$ cat src/rtl/fir_frame_scheduler_pkg.sv
// Shared types and defaults for the FIR frame scheduler.
package fir_frame_scheduler_pkg;

  localparam int unsigned SAMPLE_W         = 8;
  localparam int unsigned FRAME_LEN_DEF    = 20;
  localparam int unsigned PRIME_FRAMES_DEF = 2;
  localparam int unsigned FIFO_DEPTH_DEF   = 4;

  typedef enum logic [1:0] {
    ST_IDLE  = 2'd0,
    ST_PRIME = 2'd1,
    ST_RUN   = 2'd2
  } state_t;

  typedef logic signed [SAMPLE_W-1:0] sample_t;

  // Counter width helper that never returns zero.
  function automatic int unsigned clog2_min1(input int unsigned n);
    return (n <= 1) ? 1 : $clog2(n);
  endfunction

endpackage

$ cat src/rtl/fir_frame_scheduler_sample_fifo.sv
// Input sample FIFO. DEPTH must be a power of two, at least 2.
// A push while full is accepted when a pop happens on the same edge.
module sample_fifo
  import fir_frame_scheduler_pkg::*;
#(
  parameter int unsigned DEPTH = FIFO_DEPTH_DEF,
  parameter int unsigned WIDTH = SAMPLE_W
) (
  input  logic             clk,
  input  logic             rst_n,
  input  logic             push,
  input  logic [WIDTH-1:0] push_data,
  input  logic             pop,
  output logic [WIDTH-1:0] pop_data,
  output logic             full,
  output logic             empty
);

  localparam int unsigned AW = clog2_min1(DEPTH);

  logic [WIDTH-1:0] mem [DEPTH];
  logic [AW:0]      wr_ptr;
  logic [AW:0]      rd_ptr;
  logic             do_push;
  logic             do_pop;

  assign empty    = (wr_ptr == rd_ptr);
  assign full     = (wr_ptr[AW] != rd_ptr[AW]) && (wr_ptr[AW-1:0] == rd_ptr[AW-1:0]);
  assign do_pop   = pop && !empty;
  assign do_push  = push && (!full || do_pop);
  assign pop_data = mem[rd_ptr[AW-1:0]];

  // Storage write; when full with a pop, the slot being vacated is reused.
  always_ff @(posedge clk) begin
    if (do_push) begin
      mem[wr_ptr[AW-1:0]] <= push_data;
    end
  end

  // Read/write pointers with wrap bit for full/empty discrimination.
  always_ff @(posedge clk or negedge rst_n) begin
    if (!rst_n) begin
      wr_ptr <= '0;
      rd_ptr <= '0;
    end else begin
      if (do_push) wr_ptr <= wr_ptr + 1'b1;
      if (do_pop)  rd_ptr <= rd_ptr + 1'b1;
    end
  end

endmodule

$ cat src/rtl/fir_frame_scheduler.sv
// Frame scheduler for a multi-cycle FIR datapath: feeds one sample per
// frame, primes the delay line, and captures one filtered result per frame.
module fir_frame_scheduler
  import fir_frame_scheduler_pkg::*;
#(
  parameter int unsigned FRAME_LEN    = FRAME_LEN_DEF,
  parameter int unsigned FIFO_DEPTH   = FIFO_DEPTH_DEF,
  parameter int unsigned PRIME_FRAMES = PRIME_FRAMES_DEF
) (
  input  logic                       clk,
  input  logic                       rst_n,
  input  logic                       en,
  input  logic signed [SAMPLE_W-1:0] s_data,
  input  logic                       s_valid,
  output logic                       s_ready,
  output logic signed [SAMPLE_W-1:0] m_data,
  output logic                       m_valid,
  input  logic                       m_ready,
  output logic signed [SAMPLE_W-1:0] fir_in,
  output logic                       fir_ready,
  input  logic signed [SAMPLE_W-1:0] fir_result,
  output logic                       underrun,
  output logic                       out_drop,
  input  logic                       clr_flags
);

  localparam int unsigned CW = clog2_min1(FRAME_LEN);
  localparam int unsigned PW = clog2_min1(PRIME_FRAMES + 1);
  localparam logic [CW-1:0] CNT_LAST   = CW'(FRAME_LEN - 1);
  localparam logic [PW-1:0] PRIME_LAST = PW'(PRIME_FRAMES - 1);

  state_t        state;
  state_t        state_nx;
  logic [CW-1:0] cnt;
  logic [CW-1:0] cnt_nx;
  logic [PW-1:0] prime_cnt;
  logic [PW-1:0] prime_nx;

  logic          active;
  logic          wrap;
  logic          capture;
  logic          run_capture;
  logic          fifo_push;
  logic          fifo_pop;
  logic          fifo_full;
  logic          fifo_empty;
  sample_t       fifo_head;

  assign active      = (state != ST_IDLE);
  assign wrap        = active && (cnt == CNT_LAST);
  assign capture     = active && (cnt == '0);
  assign run_capture = capture && (state == ST_RUN);

  assign fifo_pop  = wrap && !fifo_empty;
  assign s_ready   = !fifo_full || fifo_pop;
  assign fifo_push = s_valid && s_ready;

  assign fir_ready = active;
  assign fir_in    = fifo_pop ? fifo_head : '0;

  sample_fifo #(
    .DEPTH (FIFO_DEPTH),
    .WIDTH (SAMPLE_W)
  ) u_fifo (
    .clk       (clk),
    .rst_n     (rst_n),
    .push      (fifo_push),
    .push_data (s_data),
    .pop       (fifo_pop),
    .pop_data  (fifo_head),
    .full      (fifo_full),
    .empty     (fifo_empty)
  );

  // State, frame counter and prime counter registers.
  always_ff @(posedge clk or negedge rst_n) begin
    if (!rst_n) begin
      state     <= ST_IDLE;
      cnt       <= '0;
      prime_cnt <= '0;
    end else begin
      state     <= state_nx;
      cnt       <= cnt_nx;
      prime_cnt <= prime_nx;
    end
  end

  // Next-state: stopping waits for the wrap cycle so a frame is never cut short.
  always_comb begin
    state_nx = state;
    cnt_nx   = cnt;
    prime_nx = prime_cnt;
    case (state)
      ST_IDLE: begin
        cnt_nx   = '0;
        prime_nx = '0;
        if (en) begin
          state_nx = (PRIME_FRAMES == 0) ? ST_RUN : ST_PRIME;
        end
      end
      ST_PRIME, ST_RUN: begin
        cnt_nx = wrap ? '0 : cnt + 1'b1;
        if ((state == ST_PRIME) && capture) begin
          prime_nx = prime_cnt + 1'b1;
          if (prime_cnt == PRIME_LAST) begin
            state_nx = ST_RUN;
          end
        end
        if (wrap && !en) begin
          state_nx = ST_IDLE;
        end
      end
      default: state_nx = ST_IDLE;
    endcase
  end

  // Output register: each RUN capture overwrites, acceptance clears valid.
  always_ff @(posedge clk or negedge rst_n) begin
    if (!rst_n) begin
      m_data  <= '0;
      m_valid <= 1'b0;
    end else if (run_capture) begin
      m_data  <= fir_result;
      m_valid <= 1'b1;
    end else if (m_valid && m_ready) begin
      m_valid <= 1'b0;
    end
  end

  // Sticky flags; a set event wins over a simultaneous clear.
  always_ff @(posedge clk or negedge rst_n) begin
    if (!rst_n) begin
      underrun <= 1'b0;
      out_drop <= 1'b0;
    end else begin
      if (wrap && fifo_empty) underrun <= 1'b1;
      else if (clr_flags)     underrun <= 1'b0;
      if (run_capture && m_valid && !m_ready) out_drop <= 1'b1;
      else if (clr_flags)                     out_drop <= 1'b0;
    end
  end

endmodule

$ cat config.mk
export PLATFORM = sky130hd
export DESIGN_NAME = fir_frame_scheduler
export DESIGN_NICKNAME = d
export VERILOG_FILES = /design/src/rtl/fir_frame_scheduler_pkg.sv /design/src/rtl/fir_frame_scheduler_sample_fifo.sv /design/src/rtl/fir_frame_scheduler.sv
export SDC_FILE = /design/constraint.sdc
export NUM_CORES = 1
export LEC_CHECK = 0
export CORE_ASPECT_RATIO = 1.4
export CORE_MARGIN = 2
export CORE_UTILIZATION = 28
export CTS_CLUSTER_SIZE = 25
export DETAILED_ROUTE_END_ITERATION = 12
export GPL_TIMING_DRIVEN = 0
export HOLD_SLACK_MARGIN = 0.02
export PLACE_DENSITY = 0.51
export SYNTH_ARGS = -nofsm -noshare
export SYNTH_HDL_FRONTEND = slang
export SYNTH_SLANG_ARGS = --single-unit
export TNS_END_PERCENT = 30
$ cat constraint.sdc
create_clock -name clk -period 2.1 [get_ports clk]
set_clock_uncertainty 0.15 [all_clocks]
set_input_delay 0.315 -clock clk [delete_from_list [all_inputs] [get_ports clk]]
set_output_delay 0.315 -clock clk [all_outputs]
set_load 0.01 [all_outputs]
==> flow_summary.yaml <==
placed_design:
  numPlacedInstances: 322
  dp_hpwl_mm: 3.431
  place.gp.congestion: 0.7041
  dpl-instance-area_um2: 3179
  io_buffers: 42
  dpl_worst_slack_ns: -0.6866
die:
  fp.coreArea_um2: 9080
  die_area_um2: 10170
  ios: 43
  die_h_um: 118.5
  initial_core_util_pct: 28.90
  chipWidth_um: 85.81
  floorplan.rows: 41
power_and_ir_drop:
  power.share.combinational_pct: 34.4
  p_int_mw: 3.369
  power-per-cell-area_nw_per_um2: 1279
  share_clk_of_total_power_pct: 30.1
  power.ir.vdd_worst_mv: 0.4780
  power.sequential.fraction_pct: 35.4
  fin_total_pwr_mw: 4.803
  sw_frac_of_total_pct: 29.85
  p_sw_mw: 1.433
  p_leak_nw: 1.491
final_layout:
  num_antenna_cells: 0
  post_route_cells_drive_above_1_share_pct: 35.77
  finish.utilization_pct: 41.35
  finalNonFillerCells: 353
  post-route-cell-area_um2: 3755
  final_nets: 276
  most-common-layout-cells: "32 x sky130_fd_sc_hd__edfxtp_1, 31 x sky130_fd_sc_hd__clkdlybuf4s50_1, 25 x sky130_fd_sc_hd__dfrtp_1"
  area.growth.synth_to_final_pct: 43.11
  layout_commonest_cell: "sky130_fd_sc_hd__edfxtp_1"
logic_synthesis:
  postSynthCellCount: 173
  synth_warnings: 0
  asyncSetResetFlopFracSynth_pct: 44.83
  ys.flop_type: "sky130_fd_sc_hd__edfxtp_1"
  synth-seq-cells: 58
  cell_taking_the_most_area_after_synthesis: "sky130_fd_sc_hd__edfxtp_1"
  synth_area_leaders: "sky130_fd_sc_hd__edfxtp_1 37%, sky130_fd_sc_hd__dfrtp_1 25%, sky130_fd_sc_hd__ha_1 6.2%, sky130_fd_sc_hd__mux2_2 4.7%, sky130_fd_sc_hd__mux4_2 4.3%"
  syn-cell-area_um2: 2624
  synth_edf_count: 32
  synth_net_count: 208
  netlist.area_leader.share_pct: 36.62
  post_synth_num_cell_types: 36
  synth_seq_area_share_pct: 61.42
  syn-mean-instance-area_um2: 15.17
critical_path:
  cp_num_buf_inv: 4
  worst_path_largest_cell_delay_ns: 0.37
  path_class: "reg -> out"
  worst_ep_arrival_time_ns: 2.00
  crit_path_end_kind: "output pin"
  critical_path.startpoint_type: "flip-flop"
  crit_slowest_cell: "sky130_fd_sc_hd__dfrtp_1"
  critical-path-top-delay-family: "buffers and inverters"
  worst_path_most_repeated_cell: "sky130_fd_sc_hd__buf_6"
  critical_path.max_fanout: 6
  cp_data_required_time_ns: 1.63
  crit_path_cell_trace: "inv_2 > ha_4 > or2_4 > a311o_1 > buf_6 > buf_8 > nor2b_4 > buf_6"
sta:
  layout_min_cycle_time_ns: 2.465
  fmax_mhz: 405.6
  worst_slew_margin_rel_pct: 58.70
  fin_tns_setup_ns: -2.396
  report.final.setup_viol: 9
  report.final.slew_viol_count: 0
  hold_viol: 0
  min_period_over_period_pct: 117.4
  grt_setup_unrepaired: "true"
  worst_hold_slack_ns: 0.3369
  worst_slew_pin_slew_ns: 0.6195
  finalWorstSetupSlack_ns: -0.3654
global_route:
  grt_antenna_before_repair: 0
  global_route_wire_length_before_repair_mm: 8.514
  globalRoute.totalOverflow: 0
  all_layer_global_routing_usage_pct: 11.32
  first_global_vias: 1684
  largest_net_degree_at_the_start_of_global_routing: 27
drt:
  detail_route.wirelength.met1_mm: 2.221
  dr_total_vias: 1619
  detailroute.wirelength.met3_um: 226
  routedWlPerCell_um: 15.01
  drt-total-wl_mm: 5.299
  dr.pass1.iters: 8
  vias_per_cell: 4.586
  route.top_layer_used: "met4"
  ant_nets: 0
  drt_iter0_markers: 47
  met2_length_mm: 2.759
  drcViolationCount: 5
cts:
  clock_tree.htree_level_count: 3
  cts-buffers-inserted: 9
  cts_num_sinks: 58
  clkSlewWorstSetupHoldPaths_ns: 0.06
  tritoncts: "done"
  insertion_delay_ns: 0.33
  max-clock-path-buffers: 2
  ctsRootBufferMaster: "sky130_fd_sc_hd__clkbuf_16"
worst_hold_path:
  hold_class: "reg -> reg"
status:
  result_of_the_run: "finished, violations left"
  violated_checks: "design-rule violations, negative setup slack"
flow_run:
  cap_viol_max_count: 0
==> synth_stat cells, types with 2 or more instances <==
cell and n:
sky130_fd_sc_hd__o21ai_0 5, sky130_fd_sc_hd__inv_1 11, sky130_fd_sc_hd__nor2b_1 13, sky130_fd_sc_hd__or3_1 2, sky130_fd_sc_hd__nand2b_1 3, sky130_fd_sc_hd__a32o_1 2
sky130_fd_sc_hd__edfxtp_1 32, sky130_fd_sc_hd__nand3_1 4, sky130_fd_sc_hd__nand3b_1 3, sky130_fd_sc_hd__mux4_1 3, sky130_fd_sc_hd__nor2_1 2, sky130_fd_sc_hd__xnor2_1 5
sky130_fd_sc_hd__ha_1 13, sky130_fd_sc_hd__nand2_1 5, sky130_fd_sc_hd__buf_2 2, sky130_fd_sc_hd__xor2_1 2, sky130_fd_sc_hd__mux4_2 5, sky130_fd_sc_hd__and2_1 4
sky130_fd_sc_hd__mux2_2 11, sky130_fd_sc_hd__a21o_1 2, sky130_fd_sc_hd__dfrtp_1 26, sky130_fd_sc_hd__or2_2 3, sky130_fd_sc_hd__mux2i_1 2
==> path summary, 6_finish.rpt <==
| check | start | to | slack, ns | depth (start not counted) |
|---|---|---|---|---|
| min in group asynchronous | rst_n | m_data[6] | 0.39 | 2 |
| setup / recovery | state[1] | fir_in[3] | -0.37 | 8 |
| hold reg to reg | u_fifo.rd_ptr[2] | u_fifo.rd_ptr[2] | 0.34 | 1 |
| max in group asynchronous | rst_n | u_fifo.wr_ptr[1] | 0.96 | 2 |
| hold / removal | u_fifo.rd_ptr[2] | u_fifo.rd_ptr[2] | 0.34 | 1 |
| setup reg to reg | state[1] | state[0] | -0.12 | 7 |
==> registers in the layout (all words and copies together) (netlist names) <==
name,count
out_drop,1
m_valid,1
m_data,8
u_fifo.mem,32
u_fifo.rd_ptr,3
underrun,1
u_fifo.wr_ptr,3
state,2
cnt,5
prime_cnt,2
==> per-layer routing <==
metal | GRT usage (%) | vias to the layer above
met5 | 0 | -
met4 | 5.655 | 0
met3 | 3.422 | 5
met2 | 18.65 | 36
met1 | 13.16 | 803
li1 | - | 775
==> worst reg2reg max path, cell delays in order, from the launching register on <==
cell                       delay [ns]
sky130_fd_sc_hd__dfrtp_1         0.37
sky130_fd_sc_hd__inv_2           0.07
sky130_fd_sc_hd__ha_4            0.16
sky130_fd_sc_hd__buf_4           0.13
sky130_fd_sc_hd__or3_4           0.35
sky130_fd_sc_hd__a221o_1         0.36
sky130_fd_sc_hd__a21boi_2        0.21
sky130_fd_sc_hd__mux2_4          0.31
==> power by group through the flow <==
stage | registers (mW) | logic [mW] | clock network [mW]
global route | 1.73 | 1.81 | 1.54
finish | 1.70 | 1.65 | 1.45
floorplan | 1.71 | 0.842 | 0
detailed placement | 1.71 | 1.37 | 0
CTS | 1.70 | 1.58 | 1.48
global placement | 1.70 | 1.36 | 0
==> timing repair <==
item | CTS | global route
endpoints found under the setup margin | 55 | 46
pin swaps | 7 | 8
endpoints found under the hold margin | 0 | 26
gates resized for setup | 76 | 13
buffers inserted | 14 | 2
gates cloned | 0 | 0
hold buffers | 0 | 1
==> area by class of cell <==
cell class              instances  area [um^2]
fillers                       849         5325
flip-flops and latches         58         1613
multi-input cells             101         1102
repair buffers                 57        520.5
clock buffers                   9        225.2
well taps                     107        133.9
clock inverters                 7        76.32
plain buffers                   3        42.54
inverters                      11        41.29
==> cells by family (layout without fill, tap and decap cells) <==
kind of cell               after synthesis  in the layout  share of synthesized area, %
DFF                                     58             58                         61.42
and+or+nand+nor                         42             42                         9.490
muxes                                   22             22                         13.21
AOI/OAI and AO/OA                       17             17                         4.960
buffers and inverters                   14             87                         2.384
adders and majority gates               13             13                         6.199
xor gates and xnor gates                 7              7                         2.337
Note: power is estimated with default switching activity, not from simulation.
